`src/rtl/debounce_multi.sv`:
```
// Multi-channel input debouncer: per-channel synchroniser,
// saturating stability counter, debounced level and edge pulses.
module debounce_multi #(
  parameter int unsigned CHANNELS    = 4,
  parameter int unsigned LENGTH      = 6,
  parameter int unsigned SYNC_STAGES = 2,
  parameter logic        RESET_VAL   = 1'b0
) (
  input  logic                i_clk,
  input  logic                i_reset,
  input  logic [CHANNELS-1:0] i_sig,
  output logic [CHANNELS-1:0] o_sig,
  output logic [CHANNELS-1:0] o_rise,
  output logic [CHANNELS-1:0] o_fall,
  output logic                o_change
);

  localparam logic [LENGTH-1:0] CNT_MAX = '1;
  localparam logic [LENGTH-1:0] CNT_ONE = LENGTH'(1);
  localparam logic [CHANNELS-1:0] RST_VEC = {CHANNELS{RESET_VAL}};

  logic [CHANNELS-1:0] sync_q [SYNC_STAGES];
  logic [CHANNELS-1:0] sync_d [SYNC_STAGES];
  logic [CHANNELS-1:0] prev_q;
  logic [CHANNELS-1:0] prev_d;
  logic [LENGTH-1:0]   cnt_q  [CHANNELS];
  logic [LENGTH-1:0]   cnt_d  [CHANNELS];
  logic [CHANNELS-1:0] sig_q;
  logic [CHANNELS-1:0] sig_d;
  logic [CHANNELS-1:0] rise_q;
  logic [CHANNELS-1:0] rise_d;
  logic [CHANNELS-1:0] fall_q;
  logic [CHANNELS-1:0] fall_d;
  logic                change_q;
  logic                change_d;

  logic [CHANNELS-1:0] s;
  logic [CHANNELS-1:0] sat;
  logic [CHANNELS-1:0] upd;

  assign s = sync_q[SYNC_STAGES-1];

  // Synchroniser chain shift and previous-sample capture
  always_comb begin
    for (int i = 0; i < SYNC_STAGES; i++) begin
      sync_d[i] = '0;
    end
    sync_d[0] = i_sig;
    for (int i = 1; i < SYNC_STAGES; i++) begin
      sync_d[i] = sync_q[i-1];
    end
    prev_d = s;
  end

  // Stability counter: clear on change, count up, saturate
  always_comb begin
    sat = '0;
    for (int c = 0; c < CHANNELS; c++) begin
      cnt_d[c] = cnt_q[c];
      sat[c] = (cnt_q[c] == CNT_MAX);
      if (prev_q[c] != s[c]) begin
        cnt_d[c] = '0;
      end else if (!sat[c]) begin
        cnt_d[c] = cnt_q[c] + CNT_ONE;
      end
    end
  end

  // Accept a stable new level and raise the matching edge pulse
  always_comb begin
    sig_d  = sig_q;
    rise_d = '0;
    fall_d = '0;
    upd    = '0;
    for (int c = 0; c < CHANNELS; c++) begin
      upd[c] = sat[c] && (prev_q[c] != sig_q[c]);
      if (upd[c]) begin
        sig_d[c]  = prev_q[c];
        rise_d[c] = prev_q[c];
        fall_d[c] = ~prev_q[c];
      end
    end
    change_d = |(rise_d | fall_d);
  end

  // State registers with synchronous reset taking priority
  always_ff @(posedge i_clk) begin
    if (i_reset) begin
      for (int i = 0; i < SYNC_STAGES; i++) begin
        sync_q[i] <= RST_VEC;
      end
      for (int c = 0; c < CHANNELS; c++) begin
        cnt_q[c] <= '0;
      end
      prev_q   <= RST_VEC;
      sig_q    <= RST_VEC;
      rise_q   <= '0;
      fall_q   <= '0;
      change_q <= 1'b0;
    end else begin
      for (int i = 0; i < SYNC_STAGES; i++) begin
        sync_q[i] <= sync_d[i];
      end
      for (int c = 0; c < CHANNELS; c++) begin
        cnt_q[c] <= cnt_d[c];
      end
      prev_q   <= prev_d;
      sig_q    <= sig_d;
      rise_q   <= rise_d;
      fall_q   <= fall_d;
      change_q <= change_d;
    end
  end

  assign o_sig    = sig_q;
  assign o_rise   = rise_q;
  assign o_fall   = fall_q;
  assign o_change = change_q;

endmodule

```
`config.mk`:
```
export PLATFORM = sky130hd
export DESIGN_NAME = debounce_multi
export DESIGN_NICKNAME = d
export VERILOG_FILES = /design/src/rtl/debounce_multi.sv
export SDC_FILE = /design/constraint.sdc
export NUM_CORES = 1
export LEC_CHECK = 0
export CAP_MARGIN = 5
export CELL_PAD_IN_SITES_DETAIL_PLACEMENT = 0
export CELL_PAD_IN_SITES_GLOBAL_PLACEMENT = 2
export CORE_ASPECT_RATIO = 1.75
export CORE_MARGIN = 2
export CORE_UTILIZATION = 42
export CTS_CLUSTER_DIAMETER = 50
export DETAILED_ROUTE_END_ITERATION = 10
export DONT_BUFFER_PORTS = 1
export PLACE_DENSITY_LB_ADDON = 0.1
export SKIP_LAST_GASP = 1
export SLEW_MARGIN = 10
export SYNTH_ARGS = -nofsm -noshare
export SYNTH_HDL_FRONTEND = slang
export SYNTH_SLANG_ARGS = --single-unit
```
`constraint.sdc`:
```
create_clock -name i_clk -period 2.7 [get_ports i_clk]
set_clock_uncertainty 0.05 [all_clocks]
set_input_delay 0.54 -clock i_clk [delete_from_list [all_inputs] [get_ports i_clk]]
set_output_delay 0.54 -clock i_clk [all_outputs]
set_load 0.02 [all_outputs]
```
Yosys cells after proc, flatten, opt, wreduce, memory -nomap -nowiden
Memory sizes are Yosys's and may differ from the RTL's.
Index checks and enable logic that the tools add are counted.

storage, ports and cells
  flip-flop bits (word level) = 17
  memory bits (writable) = 32
  input bits = 6
  word-level logic and storage cells = 67
  memories = 2

memory list
  memory  depth  bits a word  read ports  clocked after Yosys merged registers in  write ports  line  source
  cnt_q   4      6            4           0                                        4            26    logic [LENGTH-1:0] cnt_q [CHANNELS];
  sync_q  2      4            2           0                                        2            22    logic [CHANNELS-1:0] sync_q [SYNC_STAGES];

operators by class
  add/subtract/negate cells = 4
  eq/ne operators = 12
  muxes and demuxes = 25
  bitwise gates (word level) = 11
  reductions and logical operators = 5

operator list
  cell                                         count
  2-to-1 mux 6 bit                             12
  adder 6 x 1 -> 6 bit, second input constant  4
  equality test 6 bit, second input constant   4
  2-to-1 mux 1 bit                             11
  2-to-1 mux 4 bit                             2
  != test 1 bit                                8
  bitwise OR 1 bit                             6
  logical AND 1 bit                            4
  inverter 1 bit                               4
  bitwise OR 4 bit                             1
  OR reduction 4 bit                           1

Depth between registers and ports, before layout
Gate-level depths: netlist (run 1).

  depth in word-level cells = 5
  depth in mapped cells = 5
  depth with buffers taken out = 4

Worst setup path before layout (run 1)
OpenSTA, ideal clock, no wires.

  path type = register to register
  from = memory cnt_q[3][0]
  to = memory cnt_q[3][5]
  arrival time = 1.154 ns
  setup slack = 1.371 ns
  stages on the path, launching flop included = 6
  period minus slack after synthesis = 1.329 ns
  cells stage by stage = dfxtp_1 -> ha_1 -> and2_1 -> buf_2 -> nor4b_1 -> nor3b_1

RTL lines
  element             line
  start: declaration  26

==> results of run 1 <==
## synth_stat cells, types with 4 or more instances
cell type  number
nor2b_1        12
xnor2_1         4
nand3_1        19
buf_2           4
ha_1            4
nand2b_1        4
nand2_1        11
o21ai_0        10
dfxtp_1        49
a21oi_1        15
nor4b_1         9
xor2_1          8
nor3b_1         4
nor3_1         13
a211oi_1        4
a21boi_0        4
nor2_1          4
## power by group through the flow
| stage | logic [mW] | registers [mW] | clock network, mW |
|---|---|---|---|
| 2_1_floorplan | 0.0462 | 0.775 | 0 |
| 3_3_place_gp | 0.0472 | 0.778 | 0 |
| 3_5_place_dp | 0.0489 | 0.779 | 0 |
| 4_1_cts | 0.0491 | 0.762 | 0.428 |
| 5_1_grt | 0.0561 | 0.766 | 0.461 |
| 6_report | 0.0492 | 0.762 | 0.410 |
## final timing paths
kind / end / from / slack (ns) / depth (start not counted)
max: o_change / cnt_q[0][0] / 1.24 / 4
min: o_change / i_reset / 0.25 / 1
max reg2reg: o_change / cnt_q[0][0] / 1.24 / 4
min reg2reg: sync_q[0][7] / sync_q[0][3] / 0.39 / 1
## stage by stage
step	util, %	hold WS (ns)	std cells	setup WS, ns
floorplan	-	0.364	202	1.37
global placement	44.7	0.371	246	1.32
detailed placement	44.7	0.376	246	1.27
CTS	46.5	0.240	254	1.24
global route	46.5	0.226	254	1.12
finish	46.5	0.248	254	1.24
## kinds of logic after synthesis
group,after synthesis
AOI/OAI and AO/OA,38
buffers and inverters,9
DFF,49
xor gates and xnor gates,12
adders and majority gates,4
and+or+nand+nor,90
## per-layer routing
metal	GRT usage (%)	vias up
li1	-	725
met1	14.0	682
met2	26.4	21
met3	3.84	7
met4	8.94	0
met5	0	-
## final cells by class
| cell class | instances | area (um2) |
|---|---|---|
| flip-flops and latches | 49 | 981 |
| multi-input cells | 144 | 932 |
| inverters | 2 | 7.51 |
| well taps | 51 | 63.8 |
| fillers | 438 | 2380 |
| clock buffers | 8 | 80.1 |
## state kept, by name, summed over array words and instances (netlist names)
register,count
prev_q,4
o_change,1
o_fall,4
cnt_q,24
o_sig,4
o_rise,4
sync_q,8
==> metrics.yaml, run 1 <==
status: "finished, final reports clean"
p_clk_share_pct: 33.6
ir_drop_uv: 394
portBuffers: 0
syn2layout_area_growth_pct: 5.36
antenna_found_initial: 0
critical_path_class: "reg2reg"
met2_length_mm: 1.83
slew_viol_final: 0
synthCells: 202
clock.fmax_mhz: 687
clockBufferDepth: 2
layout_commonest_cell: "dfxtp_1"
grt_pass1_wl_mm: 5.87
synth_top_family_by_area: "simple AND/OR/NAND/NOR gates"
initial_core_util_pct: 44.1
grt_max_degree: 30
root_buffer: "clkbuf_8"
switching_share_pct: 22.0
ios: 19
ys_ff_latch: 49
most-common-layout-cells: "dfxtp_1 (49), nand3_1 (19), a21oi_1 (15)"
cp_slowest_cell: "dfxtp_1"
synth_edf_count: 0
synth_largest_area_cell: "dfxtp_1"
synthFlopType: "dfxtp_1"
power.internal_mw: 0.952
viasPerCell: 5.65
drc: 0
post_cts_buffers: 0
cts.sinks: 49
ys_seq_area_share_pct: 50.1
switching_power_mw: 0.269
gp_congestion: 0.783
synth_adder_area_share_pct: 2.55
setup_viol: 0
relSlewSlack_pct: 76.3
dr_wl_met3_um: 111
die_h_um: 94.4
grt_pass1_vias: 1346
drtPass1Iterations: 6
synth-compound-area-share_pct: 11.7
vias: 1435
synthArstFlopShare_pct: 0
crit_family: "simple AND/OR/NAND/NOR gates"
finalSetupTns_ns: 0
syn_nets: 212
muxShareOfSynthArea_pct: 0
hold_viol_final: 0
stdcell_area_um2: 2060
layout-drive-gt1-share_pct: 5.91
grt-ovfl-total: 0
final_nets: 212
dp_hpwl_mm: 2.50
top_layer: "met4"
h-tree-depth: 2
post-route-min-period_ns: 1.46
cts_tree: "yes"
cp-start-kind: "register"
met1_length_mm: 1.47
avgSynthCellArea_um2: 9.70
synth_cell_types: 31
tightest_slew_ns: 0.355
detail_route.iter0.violations: 54
power.density_nw_per_um2: 592
power_mw: 1.22
maxCapViolations: 0
wl_per_cell_um: 13.8
row_count: 32
share_seq_of_total_power_pct: 62.4
critPathCaptureType: "register"
dieArea_um2: 5250
place_area_um2: 1980
num_antenna_cells: 0
yosys_warnings: 0
arrival_ns: 1.63
clk_pin_slew_ns: 0.08
critPathMaxStageDelay_ns: 0.38
hold_path_class: "in2reg"
synth_top_area_share_pct: 50.1
postCtsHoldBufs: 0
ys_top_cells_by_area: "dfxtp_1 (50%), nand3_1 (4.9%), nor4b_1 (4.0%)"
cts_made_buffers: 5
synth_xor_area_share_pct: 5.36
die_w_um: 55.6
core-area_um2: 4440
routed_wl_mm: 3.51
grt_usage_pct: 14.3
period_share_pct: 53.9
netlist_area_um2: 1960
drtAntennaViolNets: 0
p_comb_share_pct: 4.0
worst-path-buf-inv: 0
synth_simple_gate_area_share_pct: 28.0
rsz0062_at_grt: "no"
crit_fanout: 6
p_leak_nw: 0.699
cts-resized-gates: 0
required_ns: 2.88
clk-insertion-delay-late_ns: 0.30
cp_cell_sequence: "ha_1 -> and4_1 -> nand3_1 -> a41oi_2"
(Power assumes the default switching activity.)
==> run 2, diff against run 1 <==
--- a/config.mk
+++ b/config.mk
@@ -10,7 +10,7 @@
 export CELL_PAD_IN_SITES_GLOBAL_PLACEMENT = 2
 export CORE_ASPECT_RATIO = 1.75
 export CORE_MARGIN = 2
-export CORE_UTILIZATION = 42
+export CORE_UTILIZATION = 35
 export CTS_CLUSTER_DIAMETER = 50
 export DETAILED_ROUTE_END_ITERATION = 10
 export DONT_BUFFER_PORTS = 1
==> constraint.sdc (replaced) <==
create_clock -name i_clk -period 1.15 [get_ports i_clk]
set_clock_uncertainty 0.05 [all_clocks]
set_input_delay 0.23 -clock i_clk [delete_from_list [all_inputs] [get_ports i_clk]]
set_output_delay 0.23 -clock i_clk [all_outputs]
set_load 0.02 [all_outputs]
==> metrics.yaml, run 2 (synthesis gave the netlist of run 1 again) <==
status: "finished with violations"  # was finished, final reports clean
violations: "negative hold slack, negative setup slack"
clk_pin_slew_ns: 0.09  # was 0.08 ns
dp_hpwl_mm: 2.94  # was 2.50 mm
slew_viol_final: 0  # unchanged
relSlewSlack_pct: 79.3  # was 76.3%
top_layer: "met4"  # unchanged
maxCapViolations: 0  # unchanged
p_comb_share_pct: 7.0  # was 4.0%
rsz0062_at_grt: "yes"  # was no
timing.final.ws_setup_ns: -0.0202  # was 1.24 ns
switching_share_pct: 21.8  # was 22.0%
die_w_um: 60.6  # was 55.6 um
required_ns: 1.32  # was 2.88 ns
clock.fmax_mhz: 855  # was 687 MHz
grt_usage_pct: 15.1  # was 14.3%
hold_viol_final: 17  # was 0
vias: 1590  # was 1435
grt_max_degree: 30  # unchanged
crit_path_start: "cnt_q[0][1]"  # was cnt_q[0][0]
met2_length_mm: 2.45  # was 1.83 mm
grt-ovfl-total: 0  # unchanged
switching_power_mw: 0.721  # was 0.269 mW
viasPerCell: 5.11  # was 5.65
most-common-layout-cells: "dfxtp_1 (32), buf_4 (21), a21oi_1 (15)"  # was dfxtp_1 (49), nand3_1 (19), a21oi_1 (15)
critPathCaptureType: "register"  # unchanged
gp_congestion: 0.877  # was 0.783
portBuffers: 0  # unchanged
cts_made_buffers: 5  # unchanged
ios: 19  # unchanged
clk-insertion-delay-late_ns: 0.30  # about the same
initial_core_util_pct: 35.7  # was 44.1%
dieArea_um2: 6240  # was 5250 um2
routed_wl_mm: 4.38  # was 3.51 mm
layout-drive-gt1-share_pct: 41.7  # was 5.91%
tightest_slew_ns: 0.311  # was 0.355 ns
ir_drop_uv: 778  # was 394 uV
clockBufferDepth: 2  # unchanged
grt_pass1_wl_mm: 7.19  # was 5.87 mm
dr_wl_met3_um: 122  # was 111 um
cp-start-kind: "register"  # unchanged
final_nets: 244  # was 212
setup_viol: 11  # was 0
syn2layout_area_growth_pct: 40.9  # was 5.36%
antenna_found_initial: 0  # unchanged
reg_top3: "cnt_q x24, sync_q x8"  # unchanged
drtPass1Iterations: 5  # was 6
arrival_ns: 1.34  # was 1.63 ns
finalSetupTns_ns: -0.121  # was 0 ns
holdWs_ns: -0.0777  # was 0.248 ns
core-area_um2: 5500  # was 4440 um2
met1_length_mm: 1.75  # was 1.47 mm
h-tree-depth: 2  # unchanged
p_clk_share_pct: 38.7  # was 33.6%
power.density_nw_per_um2: 1200  # was 592 nW/um2
power.internal_mw: 2.59  # was 0.952 mW
cts_tree: "yes"  # unchanged
cts.sinks: 49  # unchanged
r2r-start: "cnt_q[0][1]"  # was cnt_q[0][0]
drtAntennaViolNets: 0  # unchanged
nFillCells: 543  # was 438
postCtsHoldBufs: 10  # was 0
power_mw: 3.31  # was 1.22 mW
root_buffer: "clkbuf_8"  # unchanged
post-route-min-period_ns: 1.17  # was 1.46 ns
crit_fanout: 6  # unchanged
layout_commonest_cell: "dfxtp_1"  # unchanged
drc: 0  # unchanged
wl_per_cell_um: 14.1  # was 13.8 um
grt_pass1_vias: 1620  # was 1346
hold_path_class: "in2reg"  # unchanged
critical_path_class: "reg2reg"  # unchanged
detail_route.iter0.violations: 43  # was 54
p_leak_nw: 0.969  # was 0.699 nW
hp-start: "i_reset"  # unchanged
row_count: 36  # was 32
top_register: "cnt_q"  # unchanged
largest_reg_flops: 24  # unchanged
num_antenna_cells: 0  # unchanged
share_seq_of_total_power_pct: 54.3  # was 62.4%
die_h_um: 103  # was 94.4 um
period_share_pct: 102  # was 53.9%
regToRegSetupSlack_ns: -0.02  # was 1.24 ns
[run 2: cell count changes in the layout (fill, tap and decap cells not counted), moves of 7 or more]
| cell | change |
|---|---|
| buf_4 | +21 |
| dfxtp_1 | -17 |
| dfxtp_2 | +12 |
| dlygate4sd3_1 | +8 |
| nand3_1 | -9 |
| nand3_2 | +7 |
| nor4b_1 | -9 |
[run 2: cell type report]
type	instances	area [um2]	area share, %
multi-input combinational	144	1250	45.3
sequential	49	1010	36.8
timing repair buffer	32	272	9.84
tap	76	95.1	3.45
clock buffer	6	82.6	2.99
clock inverter	2	37.5	1.36
inverter	2	7.51	0.272
[run 2: critical path, cell delays in order, from the launching register on]
cell and delay [ns]:
dfxtp_2 0.37, ha_4 0.14, and4_4 0.26, nand2_4 0.08
nor4b_2 0.20
[run 2: power by group through the flow]
stage | combinational [mW] | clock (mW) | sequential [mW]
2_1_floorplan | 0.118 | 0 | 1.84
3_3_place_gp | 0.165 | 0 | 1.84
3_5_place_dp | 0.176 | 0 | 1.84
4_1_cts | 0.211 | 1.33 | 1.80
5_1_grt | 0.262 | 1.39 | 1.80
6_report | 0.231 | 1.28 | 1.80
[run 2: repair_timing]
action	CTS	global route
hold endpoints to repair	25	17
buffers inserted	1	1
endpoints found under the setup margin	18	37
gates resized for setup	22	53
pin swaps	6	13
[run 2: metal layers]
| layer | up-vias | global-route usage [%] |
|---|---|---|
| met1 | 772 | 16.4 |
| met5 | - | 0 |
| met4 | 0 | 5.52 |
| li1 | 790 | - |
| met2 | 23 | 27.5 |
| met3 | 5 | 3.39 |
[run 2: worst paths after layout]
| kind | cells past startpoint | end |
|---|---|---|
| min | 1 | prev_q[2] |
| min reg2reg | 1 | o_rise[2] |
| max reg2reg | 4 | o_fall[0] |
| max | 4 | o_fall[0] |
[run 2: through the flow]
step / utilization [%] / cells / area [um2] / hold slack [ns] / setup WS, ns
after floorplan: - / 202 / 2050 / 0.308 / -0.0530
after global placement: 41.0 / 293 / 2250 / 0.249 / -0.0300
after detailed placement: 41.0 / 293 / 2250 / 0.253 / -0.0868
after CTS: 46.8 / 312 / 2570 / -0.0815 / -0.0297
after global routing: 50.2 / 311 / 2760 / -0.0850 / -0.0863
final: 50.2 / 311 / 2760 / -0.0777 / -0.0202
==> run 3, diff against run 2 <==
--- a/config.mk
+++ b/config.mk
@@ -6,11 +6,11 @@
 export NUM_CORES = 1
 export LEC_CHECK = 0
 export CAP_MARGIN = 5
-export CELL_PAD_IN_SITES_DETAIL_PLACEMENT = 0
+export CELL_PAD_IN_SITES_DETAIL_PLACEMENT = 1
 export CELL_PAD_IN_SITES_GLOBAL_PLACEMENT = 2
-export CORE_ASPECT_RATIO = 1.75
 export CORE_MARGIN = 2
-export CORE_UTILIZATION = 35
+export CORE_UTILIZATION = 37
+export CTS_BUF_LIST = sky130_fd_sc_hd__clkbuf_8
 export CTS_CLUSTER_DIAMETER = 50
 export DETAILED_ROUTE_END_ITERATION = 10
 export DONT_BUFFER_PORTS = 1
==> metrics.yaml, run 3 (synthesis gave the netlist of run 1 again) <==
die_h_um: 76.8  # was 103 um
reg_top3: "cnt_q x24, sync_q x8"  # unchanged
switching_share_pct: 21.4  # was 21.8%
critPathCaptureType: "register"  # unchanged
cts.sinks: 49  # unchanged
layout_commonest_cell: "buf_4"  # was dfxtp_1
share_seq_of_total_power_pct: 51.0  # was 54.3%
clockBufferDepth: 2  # unchanged
viasPerCell: 5.23  # was 5.11
rsz0062_at_grt: "yes"  # unchanged
portBuffers: 0  # unchanged
crit_fanout: 3  # was 6
r2r-start: "cnt_q[1][1]"  # was cnt_q[0][1]
setup_viol: 17  # was 11
status: "finished with violations"  # unchanged
min_delay_path_depth: 1  # unchanged
switching_power_mw: 0.757  # was 0.721 mW
drtAntennaViolNets: 0  # unchanged
core-area_um2: 5110  # was 5500 um2
relSlewSlack_pct: 81.6  # was 79.3%
drtPass1Iterations: 4  # was 5
met3_usage_pct: 4.47  # was 3.39%
slew_viol_final: 0  # unchanged
cp_cell_sequence: "ha_4 -> buf_4 -> nand2_1 -> nor3_1 -> nor3_1"  # was ha_4 -> and4_4 -> nand2_4 -> nor4b_2
row_count: 26  # was 36
rr_endpoint: "cnt_q[1][0]"  # was o_fall[0]
p_comb_share_pct: 8.4  # was 7.0%
critical_path_class: "reg2reg"  # unchanged
hp-start: "i_reset"  # unchanged
p_leak_nw: 1.07  # was 0.969 nW
period_share_pct: 106  # was 102%
clock.fmax_mhz: 822  # was 855 MHz
dp_hpwl_mm: 3.37  # was 2.94 mm
detail_route.iter0.violations: 57  # was 43
root_buffer: "clkbuf_8"  # unchanged
hold_path_class: "in2reg"  # unchanged
syn2layout_area_growth_pct: 53.5  # was 40.9%
critPathMaxStageDelay_ns: 0.37  # about the same
crit_family: "simple AND/OR/NAND/NOR gates"  # unchanged
initial_core_util_pct: 38.4  # was 35.7%
required_ns: 1.29  # was 1.32 ns
cp_slowest_cell: "dfxtp_4"  # was dfxtp_2
routed_wl_mm: 5.56  # was 4.38 mm
regToRegSetupSlack_ns: -0.07  # was -0.02 ns
layout-drive-gt1-share_pct: 54.4  # was 41.7%
cts_made_buffers: 5  # unchanged
hold_viol_final: 18  # was 17
dieArea_um2: 5890  # was 6240 um2
grt_use_met1_pct: 20.7  # was 16.4%
crit_path_start: "cnt_q[1][1]"  # was cnt_q[0][1]
timing.final.ws_setup_ns: -0.0664  # was -0.0202 ns
postCtsHoldBufs: 8  # was 10
num_antenna_cells: 0  # unchanged
grt_max_degree: 30  # unchanged
grt_pass1_wl_mm: 8.49  # was 7.19 mm
ios: 19  # unchanged
grt-ovfl-total: 0  # unchanged
nFillCells: 540  # was 543
h-tree-depth: 2  # unchanged
top_register: "cnt_q"  # unchanged
p_clk_share_pct: 40.6  # was 38.7%
cts_tree: "yes"  # unchanged
whs_endpoint: "o_sig[1]"  # was prev_q[2]
arrival_ns: 1.35  # was 1.34 ns
post-route-util_pct: 58.9  # was 50.2%
post-route-min-period_ns: 1.22  # was 1.17 ns
final_nets: 259  # was 244
largest_reg_flops: 24  # unchanged
clk_pin_slew_ns: 0.09  # about the same
grt_pass1_vias: 1744  # was 1620
cp-start-kind: "register"  # unchanged
worst-path-buf-inv: 1  # was 0
worstRegToRegCells: 5  # was 4
tightest_slew_ns: 0.274  # was 0.311 ns
wl_per_cell_um: 17.4  # was 14.1 um
antenna_found_initial: 0  # unchanged
gp_congestion: 0.744  # was 0.877
power.density_nw_per_um2: 1180  # was 1200 nW/um2
top_usage_layer: "met2"  # unchanged
vias: 1672  # was 1590
most-common-layout-cells: "buf_4 (31), dfxtp_1 (30), dfxtp_2 (15)"  # was dfxtp_1 (32), buf_4 (21), a21oi_1 (15)
ir_drop_uv: 641  # was 778 uV
power.internal_mw: 2.78  # was 2.59 mW
violations: "negative hold slack, negative setup slack"  # unchanged
clk-insertion-delay-late_ns: 0.30  # about the same
drc: 0  # unchanged
maxCapViolations: 0  # unchanged
holdWs_ns: -0.0603  # was -0.0777 ns
path_common_cell: "nor3_1"
die_w_um: 76.8  # was 60.6 um
grt_usage_pct: 17.8  # was 15.1%
met2_usage_pct: 31.8  # was 27.5%
==> run 3: cell types whose count changed in the layout (fill, tap and decap cells not counted), sizes merged <==
cell,before,now
bufinv,1,2
clkinv,0,1
buf,24,40
dlygate4sd3,8,7
clkinvlp,1,0
clkbuf,6,5
==> run 3: worst register-to-register path: stages (launching register included) <==
cell and delay, ns:
dfxtp_4 0.37, ha_4 0.13, buf_4 0.13, nand2_1 0.11, nor3_1 0.24, nor3_1 0.08
==> run 3: power groups by stage <==
stage / clock network (mW) / registers (mW) / logic [mW]
global placement: 0 / 1.84 / 0.173
finish: 1.44 / 1.81 / 0.298
floorplan: 0 / 1.84 / 0.118
detailed placement: 0 / 1.84 / 0.194
CTS: 1.47 / 1.80 / 0.227
global route: 1.54 / 1.81 / 0.328
==> run 3: final cells by class <==
cell class	instances	area, um2	share of cell area (%)
Tap cell	70	87.6	2.91
Clock inverter	3	65.1	2.16
Clock buffer	5	68.8	2.29
Timing Repair Buffer	47	404	13.4
Sequential cell	49	1010	33.7
Inverter	2	7.51	0.250
Multi-Input combinational cell	144	1360	45.2
==> run 3: routing by layer <==
metal,part of all wire (%),vias up
li1,-,817
met1,42,826
met2,54,22
met3,2.9,7
met4,0.97,0
met5,0,-
==> run 3: metrics by stage <==
step | TNS (ns) | std cells | worst slack [ns] | cell area, um2 | power (mW)
after global routing | -1.78 | 320 | -0.159 | 3010 | 3.68
after CTS | -0.232 | 313 | -0.0723 | 2640 | 3.50
after global placement | -0.223 | 295 | -0.0678 | 2310 | 2.01
after detailed placement | -0.941 | 295 | -0.189 | 2310 | 2.04
final | -0.496 | 320 | -0.0664 | 3010 | 3.54
after floorplan | -0.0543 | 202 | -0.0530 | 2050 | 1.96
==> run 3: worst max path at each step <==
| stage | cells after the start | slack, ns | endpoint |
|---|---|---|---|
| after floorplan | 5 | -0.05 | cnt_q[3][5] |
| after global placement | 4 | -0.07 | o_fall[0] |
| after detailed placement | 4 | -0.19 | o_fall[0] |
| after CTS | 4 | -0.07 | o_fall[0] |
| after global routing | 5 | -0.16 | cnt_q[1][0] |
| final | 5 | -0.07 | cnt_q[1][0] |
==> run 3: what timing repair did <==
action / CTS / global route
gates cloned: 0 / 0
pin swaps: 6 / 19
setup endpoints to repair: 29 / 39
resized for setup: 29 / 76
hold endpoints to repair: 25 / 18
buffers inserted: 2 / 8
